==> src/rtl/prewish_controller.sv <==
`timescale 1ns/100ps
// rtl/prewish_controller.sv - prewish blinky top: clock buffer, stretched reset, mask strobe, LED player
module prewish_controller #(
  parameter int NEWMASK_CLK_BITS = 26,
  parameter int RESET_CYCLES     = 4
) (
  input  logic       i_clk,
  input  logic       i_rst_n,
  output logic       CLK_O,
  output logic       RST_O,
  output logic       o_stb,
  output logic [7:0] o_data,
  output logic       o_led
);

  localparam int BLINK_BITS = NEWMASK_CLK_BITS - 4;
  localparam logic [7:0] RESET_LAST = 8'(RESET_CYCLES - 1);

  logic [7:0]                  rst_cnt;
  logic [NEWMASK_CLK_BITS-1:0] nm_cnt;
  logic [BLINK_BITS-1:0]       pre;
  logic [1:0]                  idx;
  logic [7:0]                  mask;
  logic [2:0]                  bit_idx;

  // Stands in for the SB_GB global buffer; the clock passes through untouched.
  assign CLK_O = i_clk;

  always_ff @(posedge i_clk or negedge i_rst_n) begin
    if (!i_rst_n) begin
      rst_cnt <= '0;
      RST_O   <= 1'b1;
    end else if (RST_O) begin
      if (rst_cnt == RESET_LAST) begin
        RST_O <= 1'b0;
      end else begin
        rst_cnt <= rst_cnt + 8'd1;
      end
    end
  end

  assign o_stb = !RST_O && (&nm_cnt);

  always_comb begin
    o_data = 8'h00;
    case (idx)
      2'd0: o_data = 8'b1010_1000;
      2'd1: o_data = 8'b1100_1010;
      2'd2: o_data = 8'b1111_0000;
      2'd3: o_data = 8'b1000_0000;
      default: o_data = 8'h00;
    endcase
  end

  // A load and the last pre-tick of a period coincide; the load wins so slot 0 restarts at bit 7.
  always_ff @(posedge i_clk or negedge i_rst_n) begin
    if (!i_rst_n) begin
      nm_cnt  <= '0;
      pre     <= '0;
      idx     <= 2'd0;
      mask    <= 8'h00;
      bit_idx <= 3'd7;
    end else if (RST_O) begin
      nm_cnt  <= '0;
      pre     <= '0;
      idx     <= 2'd0;
      mask    <= 8'h00;
      bit_idx <= 3'd7;
    end else begin
      nm_cnt <= nm_cnt + 1'b1;
      if (o_stb) begin
        mask    <= o_data;
        idx     <= idx + 2'd1;
        bit_idx <= 3'd7;
        pre     <= '0;
      end else begin
        pre <= pre + 1'b1;
        if (&pre) begin
          bit_idx <= bit_idx - 3'd1;
        end
      end
    end
  end

  assign o_led = mask[bit_idx];

endmodule

==> config.mk <==
export PLATFORM = sky130hd
export DESIGN_NAME = prewish_controller
export DESIGN_NICKNAME = d
export VERILOG_FILES = /design/src/rtl/prewish_controller.sv
export SDC_FILE = /design/constraint.sdc
export NUM_CORES = 1
export LEC_CHECK = 0
export ABC_AREA = 1
export ABC_CLOCK_PERIOD_IN_PS = 3060
export CAP_MARGIN = 5
export CORE_UTILIZATION = 55
export DETAILED_ROUTE_END_ITERATION = 12
export GPL_TIMING_DRIVEN = 0
export PLACE_DENSITY = 0.8
export REMOVE_ABC_BUFFERS = 1
export SLEW_MARGIN = 25
export SYNTH_ARGS = -nofsm -noshare
export SYNTH_HDL_FRONTEND = slang
export SYNTH_SLANG_ARGS = --single-unit
export TNS_END_PERCENT = 5
==> constraint.sdc <==
create_clock -name i_clk -period 3.06 [get_ports i_clk]
set_input_delay 0.306 -clock i_clk [delete_from_list [all_inputs] [get_ports i_clk]]
set_output_delay 0.306 -clock i_clk [all_outputs]
set_load 0.05 [all_outputs]
# Word-level counts from Yosys, hierarchy flattened

Index checks and enable logic that the tools add are counted.

Bits in registers: 70
Bits of input ports: 2
Output and inout port bits: 12
Logic and storage cells: 41

$add $sub $neg: 5
$lt $le $gt $ge: 1
Equality and inequality tests: 4
Muxes and demuxes: 15
Bitwise gates (word level): 1
Reductions and logical operators: 8

Operator list:

| operator                | count |
|---|---|
| $mux W22                | 2 |
| $pmux W8 S4             | 1 |
| $add A26 B1 Y26 const B | 1 |
| $mux W26                | 1 |
| $reduce_and A26 Y1      | 1 |
| $add A22 B1 Y22 const B | 1 |
| $reduce_and A22 Y1      | 1 |
| $mux W8                 | 2 |
| $mux W3                 | 3 |
| $add A8 B1 Y8 const B   | 1 |
| $eq A8 B2 Y1 const B    | 1 |
| $eq A2 B2 Y1 const B    | 2 |
| $lt A3 B4 Y1 const B    | 1 |
| $mux W2                 | 2 |
| $bmux W1 S3             | 1 |
| $mux W1                 | 3 |
| $reduce_bool A3 Y1      | 1 |
| $sub A3 B1 Y3 const B   | 1 |
| $add A2 B1 Y2 const B   | 1 |
| $eq A2 B1 Y1 const B    | 1 |
| $logic_not A2 Y1        | 1 |
| $reduce_and A2 Y1       | 1 |
| $reduce_bool A2 Y1      | 1 |
| $logic_and A1 B1 Y1     | 1 |
| other kinds (2)         | 2 |

# Logic depth before layout (Yosys ltp)

Gate-level depths: netlist (run 1).

Depth in word-level cells: 4
Depth in mapped cells: 10
Depth with buffers taken out: 10

==> summary.md, run 1 <==
| Metric | Value |
|---|---|
| CP Capture Type | output port |
| Largest family of logic cells by synthesized area | simple AND/OR/NAND/NOR gates |
| Vias per inst | 5.14 |
| Setup violators final | 0 |
| Initial antenna violation count | 0 |
| Final GP Congestion | 0.868 |
| Max-cap viol count | 0 |
| Area Overhead vs Synth | 10.8% |
| Worst EP arrival | 2.44 ns |
| Largest net degree at the start of global routing | 49 |
| Vias | 2978 |
| Crit Reg-Reg Startpoint | RST_O |
| DR iter-0 viols | 102 |
| Die X | 83.8 um |
| Number of global-route vias before repair | 2923 |
| Reg2reg setup slack | 0.57 ns |
| Post-synthesis adder-cell area fraction | 0.0238 |
| Worst Path Required | 2.75 ns |
| Final WS setup | 0.313 ns |
| CTS clk-pin slew, worst paths | 0.07 ns |
| Pre-antenna DRT Iters | 4 |
| Ports | 14 |
| CP Class | clk -> out |
| Pre-CTS setup slack | 0.533 ns |
| FF+latch count, synth | 67 |
| EDFF count, synth | 0 |
| Setup Total Neg Slack | 0 ns |
| Reg2reg path depth | 5 |
| Core Area | 6390 um2 |
| RSZ-0062 raised after global routing | false |
| Mapped Avg Cell Area | 7.66 um2 |
| Clock latency at the later pin of the worst-skew pair | 0.45 ns |
| VDD IR-drop max | 0.621 mV |
| Status | completed |
| Estimated wirelength of the detail-placed design | 5020 um |
| Worst hold-check path type | in -> async |
| Startpoint types | clock port |
| Wire length per cell | 12.1 um |
| Inst Count DP | 559 |
| Inserted Diodes | 0 |
| PortBufs | 10 |
| Share of cells above drive strength 1 | 0.0916 |
| Total Routing Usage GR | 0.221 |
| Leakage | 1.90 nW |
| Synth Flop Type | dfrtp_1 |
| Mux share of post-synthesis cell area | 0 |
| Fin. max-slew vios | 0 |
| First-pass GRT wire length | 12400 um |
| Slew headroom | 0.436 |
| Final wirelength | 7010 um |
| Post-Synthesis Cells | 480 |
| Drt drc | 0 |
| Worst Tran Pin Value | 0.840 ns |
| Row count | 29 |
| Cell variety after synth | 34 |
| Area of the multi-input gates | 1770 um2 |
| Fraction of registers with async set/reset | 1.00 |
| Congestion Overflow GR | 0 |
| Fill cell count | 524 |
| CTS tree | yes |
| Power Density | 450 nW/um2 |
| Flip-flop and latch area | 1680 um2 |
| Sequential area share after synthesis | 0.457 |
| Post-Synth XOR/XNOR Area | 0.0596 |
| Simple-gate share of the synthesized area | 0.352 |
| Number of post-CTS setup repair buffers | 0 |
| Worst flop-to-flop path endpoint | mask[5] |
| Crit-path max FO | 2 |
| Die footprint | 7010 um2 |
| Ys Warns | 0 |
| Die height | 83.8 um |
| Initial Util | 0.576 |
| Clk_skew | 0.00943 ns |
| Non-Filler Instances | 579 |
| Mapped Area | 3680 um2 |
| Fin nets | 506 |
| Layout Utilization | 0.638 |
| Hold violation count in the final report | 0 |
| DRT antenna net count | 0 |
| Compound-Gate Fraction of Synth Area | 0.0419 |
-- flip-flops by register name (all words and copies together) (netlist names) --
| register | count |
|---|---|
| RST_O | 1 |
| rst_cnt | 8 |
| idx | 1 |
| pre | 22 |
| mask | 6 |
| nm_cnt | 26 |
| bit_idx | 3 |
-- area by class of cell --
cell class | instances | share of cell area
well taps | 77 | 0.0236
clock buffers | 18 | 0.0525
repair buffers | 11 | 0.0313
flip-flops and latches | 67 | 0.413
multi-input cells | 363 | 0.433
clock inverters | 2 | 0.00860
inverters | 41 | 0.0378
-- what timing repair did --
action	4_1_cts	5_1_grt
hold buffers	1	0
endpoints found under the setup margin	0	1
hold endpoints to repair	18	0
gates resized for setup	0	1
-- where the power goes --
part	total, mW	internal (mW)	switching, mW
Clock	0.918	0.526	0.391
Sequential	0.886	0.886	0
Combinational	0.0306	0.00534	0.0252
Total	1.83	1.42	0.417
-- worst max-delay path, stage by stage --
cell and delay [ns]:
clkbuf_8 0.11, clkbuf_8 0.12, clkdlybuf4s50_1 0.69
-- Yosys cell counts, types with 2 or more instances --
master,instances,area (um2)
a21oi_1,12,60.1
a31oi_1,2,12.5
buf_2,2,10.0
buf_4,6,45.0
conb_1,2,7.51
dfrtp_1,63,1580
dfstp_2,4,105
ha_1,7,87.6
inv_1,38,143
inv_2,2,7.51
nand2_1,128,480
nand2_2,6,37.5
nand3_1,33,165
nand4_1,5,31.3
nor2_1,101,379
nor2_2,6,37.5
nor2_4,3,33.8
nor3_1,10,50.1
o21ai_0,11,55.1
or2_2,2,12.5
xnor2_1,9,78.8
xor2_1,16,140
-- metal layers --
metal  global-route usage  routed length (um)
met3               0.0732                 240
met1                0.269                3280
met5                    0                   0
met2                0.369                3420
met4               0.0740                  75
-- how the worst max path moves through the flow --
stage / startpoint / to / slack [ns] / cells past startpoint
after floorplan: nm_cnt[0] / o_stb / 0.25 / 7
after global placement: i_rst_n / rst_cnt[5] / -0.49 / 1
after detailed placement: nm_cnt[0] / o_stb / 0.53 / 8
after CTS: nm_cnt[0] / o_stb / 0.05 / 8
after global routing: nm_cnt[0] / o_stb / 0.29 / 8
final: i_clk / CLK_O / 0.31 / 3
-- cell usage in the layout, fill, tap and decap left out, drive strengths merged, types with 8 or more instances in the layout --
| cell type | n |
|---|---|
| xor2 | 16 |
| xnor2 | 9 |
| inv | 40 |
| nor2 | 110 |
| o21ai | 11 |
| nand2 | 136 |
| nand3 | 34 |
| clkdlybuf4s50 | 8 |
| dfrtp | 63 |
| a21oi | 12 |
| clkbuf | 17 |
| nor3 | 10 |
-- kinds of logic (layout without fill, tap and decap cells) --
family	after synthesis	in the layout
AND/OR/NAND/NOR	300	300
flip-flops	67	67
XOR/XNOR	25	25
AO/OA/AOI/OAI	28	28
buffers and inverters	51	72
adder cells (fa/ha/maj)	7	7
other	2	3
-- per-stage QoR --
stage / hold WS [ns] / power, mW / area [um2]
after global routing: 0.303 / 1.90 / 4070
final: 0.280 / 1.83 / 4070
after CTS: 0.273 / 1.86 / 4070
after floorplan: 0.0104 / 0.910 / 3600
after global placement: 0.438 / 1.00 / 3800
after detailed placement: 0.214 / 1.01 / 3820
(Power assumes the default switching activity.)
==> run 2: changes to the inputs <==
--- a/constraint.sdc
+++ b/constraint.sdc
@@ -3,2 +3,2 @@
 set_output_delay 0.306 -clock i_clk [all_outputs]
-set_load 0.05 [all_outputs]
+set_load 0.1 [all_outputs]
==> summary.md, run 2 (synthesis results as in run 1) <==
| Metric | Value |
|---|---|
| Share of cells above drive strength 1 | 0.0936 (+0.00199) |
| Vias | 2977 (-0.034%) |
| Metal-1 WL | 3280 um (about the same) |
| Final wirelength | 7010 um (about the same) |
| Worst Tran Pin Value | 0.975 ns (+0.134 ns) |
| PortBufs | 10 (unchanged) |
| Met2 wire len | 3420 um (about the same) |
| Setup violators final | 0 (unchanged) |
| Initial Util | 0.576 (unchanged) |
| Core Area | 6390 um2 (unchanged) |
| Row count | 29 (unchanged) |
| Final GP Congestion | 0.868 (unchanged) |
| Layout Utilization | 0.637 (-0.00118) |
| Crit-path max FO | 2 (unchanged) |
| CP Capture Type | output port |
| Drt drc | 0 (unchanged) |
| Estimated wirelength of the detail-placed design | 5020 um (unchanged) |
| Ports | 14 (unchanged) |
| Worst Path Required | 2.75 ns (about the same) |
| Total power | 1.89 mW (+3.3%) |
| Reg2reg setup slack | 0.57 ns (about the same) |
| Most frequent cells in the layout | 128 x nand2_1, 101 x nor2_1, 63 x dfrtp_1 |
| VDD IR-drop max | 0.854 mV (+37%) |
| Die footprint | 7010 um2 (unchanged) |
| Initial antenna violation count | 0 (unchanged) |
| Clock latency at the later pin of the worst-skew pair | 0.45 ns (about the same) |
| Top flop regs | nm_cnt x26, pre x22, rst_cnt x8 |
| Number of post-CTS setup repair buffers | 0 (unchanged) |
| CTS clk-pin slew, worst paths | 0.07 ns (about the same) |
| Status | completed |
| Max-cap viol count | 0 (unchanged) |
| Worst hold-check path type | in -> async |
| Leading cell type in the layout, fill and taps excluded | nand2_1 |
| Max reg flops | 26 (unchanged) |
| Final WS setup | 0.0446 ns (-0.268 ns) |
| Fin nets | 506 (unchanged) |
| Vias per inst | 5.14 (about the same) |
| Biggest register | nm_cnt |
| Wire length per cell | 12.1 um (about the same) |
| Non-Filler Instances | 579 (unchanged) |
| Total Routing Usage GR | 0.221 (unchanged) |
| RSZ-0062 raised after global routing | false |
| Largest net degree at the start of global routing | 49 (unchanged) |
| Fin. max-slew vios | 0 (unchanged) |
| Inserted Diodes | 0 (unchanged) |
| Fill cell count | 525 (+0.19%) |
| Congestion Overflow GR | 0 (unchanged) |
| Area Overhead vs Synth | 10.6% |
| First-pass GRT wire length | 12400 um (unchanged) |
| Startpoint types | clock port |
| Routed wl met3 | 240 um (unchanged) |
| Pre-CTS setup slack | 0.201 ns (-0.332 ns) |
| CTS tree | yes |
| Fin area | 4070 um2 (-0.18%) |
| DRT antenna net count | 0 (unchanged) |
| Leakage | 1.88 nW (-0.92%) |
| Placed Instance Area | 3820 um2 (unchanged) |
| Die height | 83.8 um (unchanged) |
| Worst EP arrival | 2.71 ns (+0.27 ns) |
| Pre-antenna DRT Iters | 4 (unchanged) |
| Max Used Layer | met4 |
| Hold violation count in the final report | 0 (unchanged) |
| Number of global-route vias before repair | 2923 (unchanged) |
| CP Class | clk -> out |
| Power Density | 466 nW/um2 (+3.5%) |
| Die X | 83.8 um (unchanged) |
| Clk_skew | 0.00943 ns (unchanged) |
| Inst Count DP | 559 (unchanged) |
| DR iter-0 viols | 102 (unchanged) |
| Slew headroom | 0.348 (-0.0881) |
==> run 2: where the power goes <==
group | total, mW | switching (mW) | internal (mW)
Combinational | 0.0385 | 0.0332 | 0.00534
Clock | 0.970 | 0.444 | 0.526
Sequential | 0.886 | 0 | 0.886
Total | 1.89 | 0.477 | 1.42
==> run 2: layer usage <==
metal  GRT usage  vias up
met5           0        -
met4      0.0740        0
met3      0.0732       10
met2       0.369       40
met1       0.269     1388
li1            -     1539
==> run 2: path summary, 6_finish.rpt <==
| path | start | to | cells past startpoint |
|---|---|---|---|
| max | i_clk | CLK_O | 3 |
| min | i_rst_n | mask[4] | 2 |
| max reg2reg | RST_O | mask[5] | 5 |
| min reg2reg | nm_cnt[0] | nm_cnt[0] | 1 |
| max in group asynchronous | i_rst_n | bit_idx[0] | 3 |
| min in group i_clk | nm_cnt[0] | nm_cnt[0] | 1 |
==> run 2: per-stage QoR <==
step                TNS, ns  hold slack (ns)
global route              0            0.303
floorplan             -1.12           0.0104
global placement     -30.79            0.438
finish                    0            0.280
detailed placement        0            0.214
CTS                       0            0.273
==> run 2: area by class of cell <==
class / instances / area [um2] / area share
tap: 77 / 96.3 / 0.0237
clock inverter: 2 / 35.0 / 0.00862
timing repair buffer: 11 / 120 / 0.0295
sequential: 67 / 1680 / 0.414
clock buffer: 18 / 214 / 0.0526
multi-input combinational: 363 / 1770 / 0.434
inverter: 41 / 154 / 0.0378
==> run 2: repair_timing <==
| item | 4_1_cts | 5_1_grt |
|---|---|---|
| hold endpoints to repair | 18 | 0 |
| hold buffers | 1 | 0 |
| endpoints found under the setup margin | 1 | 1 |
| resized for setup | 1 | 3 |
==> run 2: worst max-delay path: stages <==
cell and delay, ns:
clkbuf_8 0.11, clkbuf_8 0.12, clkdlybuf4s50_1 0.95
==> patch (settings of run 2) <==
The parameter `NEWMASK_CLK_BITS` goes from 26 to 30.
--- a/src/rtl/prewish_controller.sv
+++ b/src/rtl/prewish_controller.sv
@@ -2,5 +2,5 @@
 // rtl/prewish_controller.sv - prewish blinky top: clock buffer, stretched reset, mask strobe, LED player
 module prewish_controller #(
-  parameter int NEWMASK_CLK_BITS = 26,
+  parameter int NEWMASK_CLK_BITS = 30,
   parameter int RESET_CYCLES     = 4
 ) (
Function: same outputs for any inputs over 10 cycles, from zero or initial values and one cycle with i_rst_n low; that may be too few to reach the edited logic, so the function may still have changed.
==> patch against run 2 <==
Cell count is 22% higher; via count grew 24%; final area up 15%; area after synthesis grew 15%; power increased by 8.7%; first-iteration DRC count grew 93%; setup slack got worse by 0.0013 ns; combinational power grew 4%; sequential cell count increased by 8; wire length rose by 23%.
==> patch: results (changes against run 2) <==
Run status
  • Status: complete, no violations (unchanged)

Routing
  • Wire length on met1: 3910 um (was 3280 um)
  • Vias/cell: 5.20 (was 5.14)
  • TritonRoute pass-1 iters: 5 (was 4)
  • Met2 wire length: 4160 um (was 3420 um)
  • DR iter-0 viols: 197 (was 102)
  • Aggregate routed wire length: 8620 um (was 7010 um)
  • Routed wl met3: 332 um (was 240 um)
  • Max Used Layer: met4 (unchanged)

Place
  • DP Wirelength: 6270 um (was 5020 um)
  • Post-placement cell count: 688 (was 559)
  • Final GP Congestion: 0.874 (was 0.868)

Logic synthesis
  • Sequential fraction of the synthesis area: 44.4% (was 45.7%)
  • Post-Syn Instances: 588 (was 480)
  • Commonest cells in the netlist: nand2_1 (180), nor2_1 (136), dfrtp_1 (71) (was nand2_1 (128), nor2_1 (101), dfrtp_1 (63))
  • Netlist cell types: 33 (was 34)
  • Dominant cells by area after synthesis: dfrtp_1 (42%), nand2_1 (16%), nor2_1 (12%) (was dfrtp_1 (43%), nand2_1 (13%), nor2_1 (10%))

Finish
  • Fillers: 619 (was 525)
  • Non-filler cells in the finished layout: 708 (was 579)
  • Final net count: 613 (was 506)
  • Largest registers: nm_cnt (30), pre (26), rst_cnt (8) (was nm_cnt (26), pre (22), rst_cnt (8))
  • Diode count: 0 (unchanged)
  • Layout cell share with drive strength beyond 1: 7.06% (was 9.36%)

Power and ir drop
  • Max VDD drop: 0.799 mV (was 0.854 mV)
  • Switching Power: 0.000534 W (was 0.000477 W)
  • P_leak: 2.08 nW (was 1.88 nW)
  • Clock power frac: 49.9% (was 51.2%)
  • Register share of total power: 48.1% (was 46.8%)

Global routing
  • Grt met3 use: 3.55% (was 7.32%)
  • Largest net degree at the start of global routing: 54 (was 49)
  • All-Layer GR Usage: 23.9% (was 22.1%)
  • Vias in the first global route: 3644 (was 2923)
  • First-pass GRT wire length: 15500 um (was 12400 um)
  • GRT met2 Usage: 39.3% (was 36.9%)
  • M1 GR Usage: 30.5% (was 26.9%)

Critical path
  • FF-to-FF End: pre[21] (was mask[5])
  • Setup slack, reg-to-reg: 0.54 ns (was 0.57 ns)

STA
  • Clk_skew: 0.0102 ns (was 0.00943 ns)
  • Worst-margin pin slew: 0.972 ns (was 0.975 ns)

CTS
  • Clock Latency Late Sink: 0.46 ns

Hold path
  • Hold Crit Class: primary input to async pin (unchanged)
[patch: worst max-delay path by stage]
stage               from       to  slack, ns  cells after the start
2_1_floorplan  nm_cnt[0]    o_stb      -1.16                      7
3_3_place_gp     i_rst_n  pre[13]      -0.90                      1
3_5_place_dp   nm_cnt[0]    o_stb       0.10                      8
4_1_cts            i_clk    CLK_O       0.04                      3
5_1_grt            i_clk    CLK_O       0.04                      3
6_report           i_clk    CLK_O       0.04                      3
[patch: kinds of logic (layout without fill, tap and decap cells)]
family,count (synthesis),count (layout),synth area share (%)
flops,75,75,44.4
other cells,2,3,0.177
compound gates,29,29,3.66
buf+inv,60,80,6.08
simple gates,391,391,38.6
fa+ha+maj,7,7,2.07
xor+xnor,24,24,4.96
[patch: cell type report]
| class | count | area (um^2) | share of cell area, % |
|---|---|---|---|
| tap | 99 | 124 | 2.65 |
| clock buffer | 15 | 203 | 4.34 |
| multi-input combinational | 454 | 2100 | 44.9 |
| clock inverter | 5 | 60.1 | 1.28 |
| timing repair buffer | 11 | 120 | 2.57 |
| inverter | 49 | 186 | 3.99 |
| sequential | 75 | 1880 | 40.2 |
[patch: worst max-delay path, stage by stage]
cell,delay (ns)
clkbuf_8,0.11
clkbuf_8,0.12
clkdlybuf4s50_1,0.96
[patch: what timing repair did]
action	CTS	global route
endpoints found under the setup margin	1	1
gates resized for setup	4	2
hold buffers	1	0
endpoints found under the hold margin	19	0
[patch: per-stage QoR]
step,total power (W),hold slack (ns),cell area [um^2],setup slack [ns]
detailed placement,0.00118,0.225,4420,0.101
CTS,0.00208,0.276,4680,0.0366
global placement,0.00118,0.460,4390,-0.897
finish,0.00206,0.273,4680,0.0433
global route,0.00213,0.290,4680,0.0359
floorplan,0.00103,0.0104,4170,-1.16
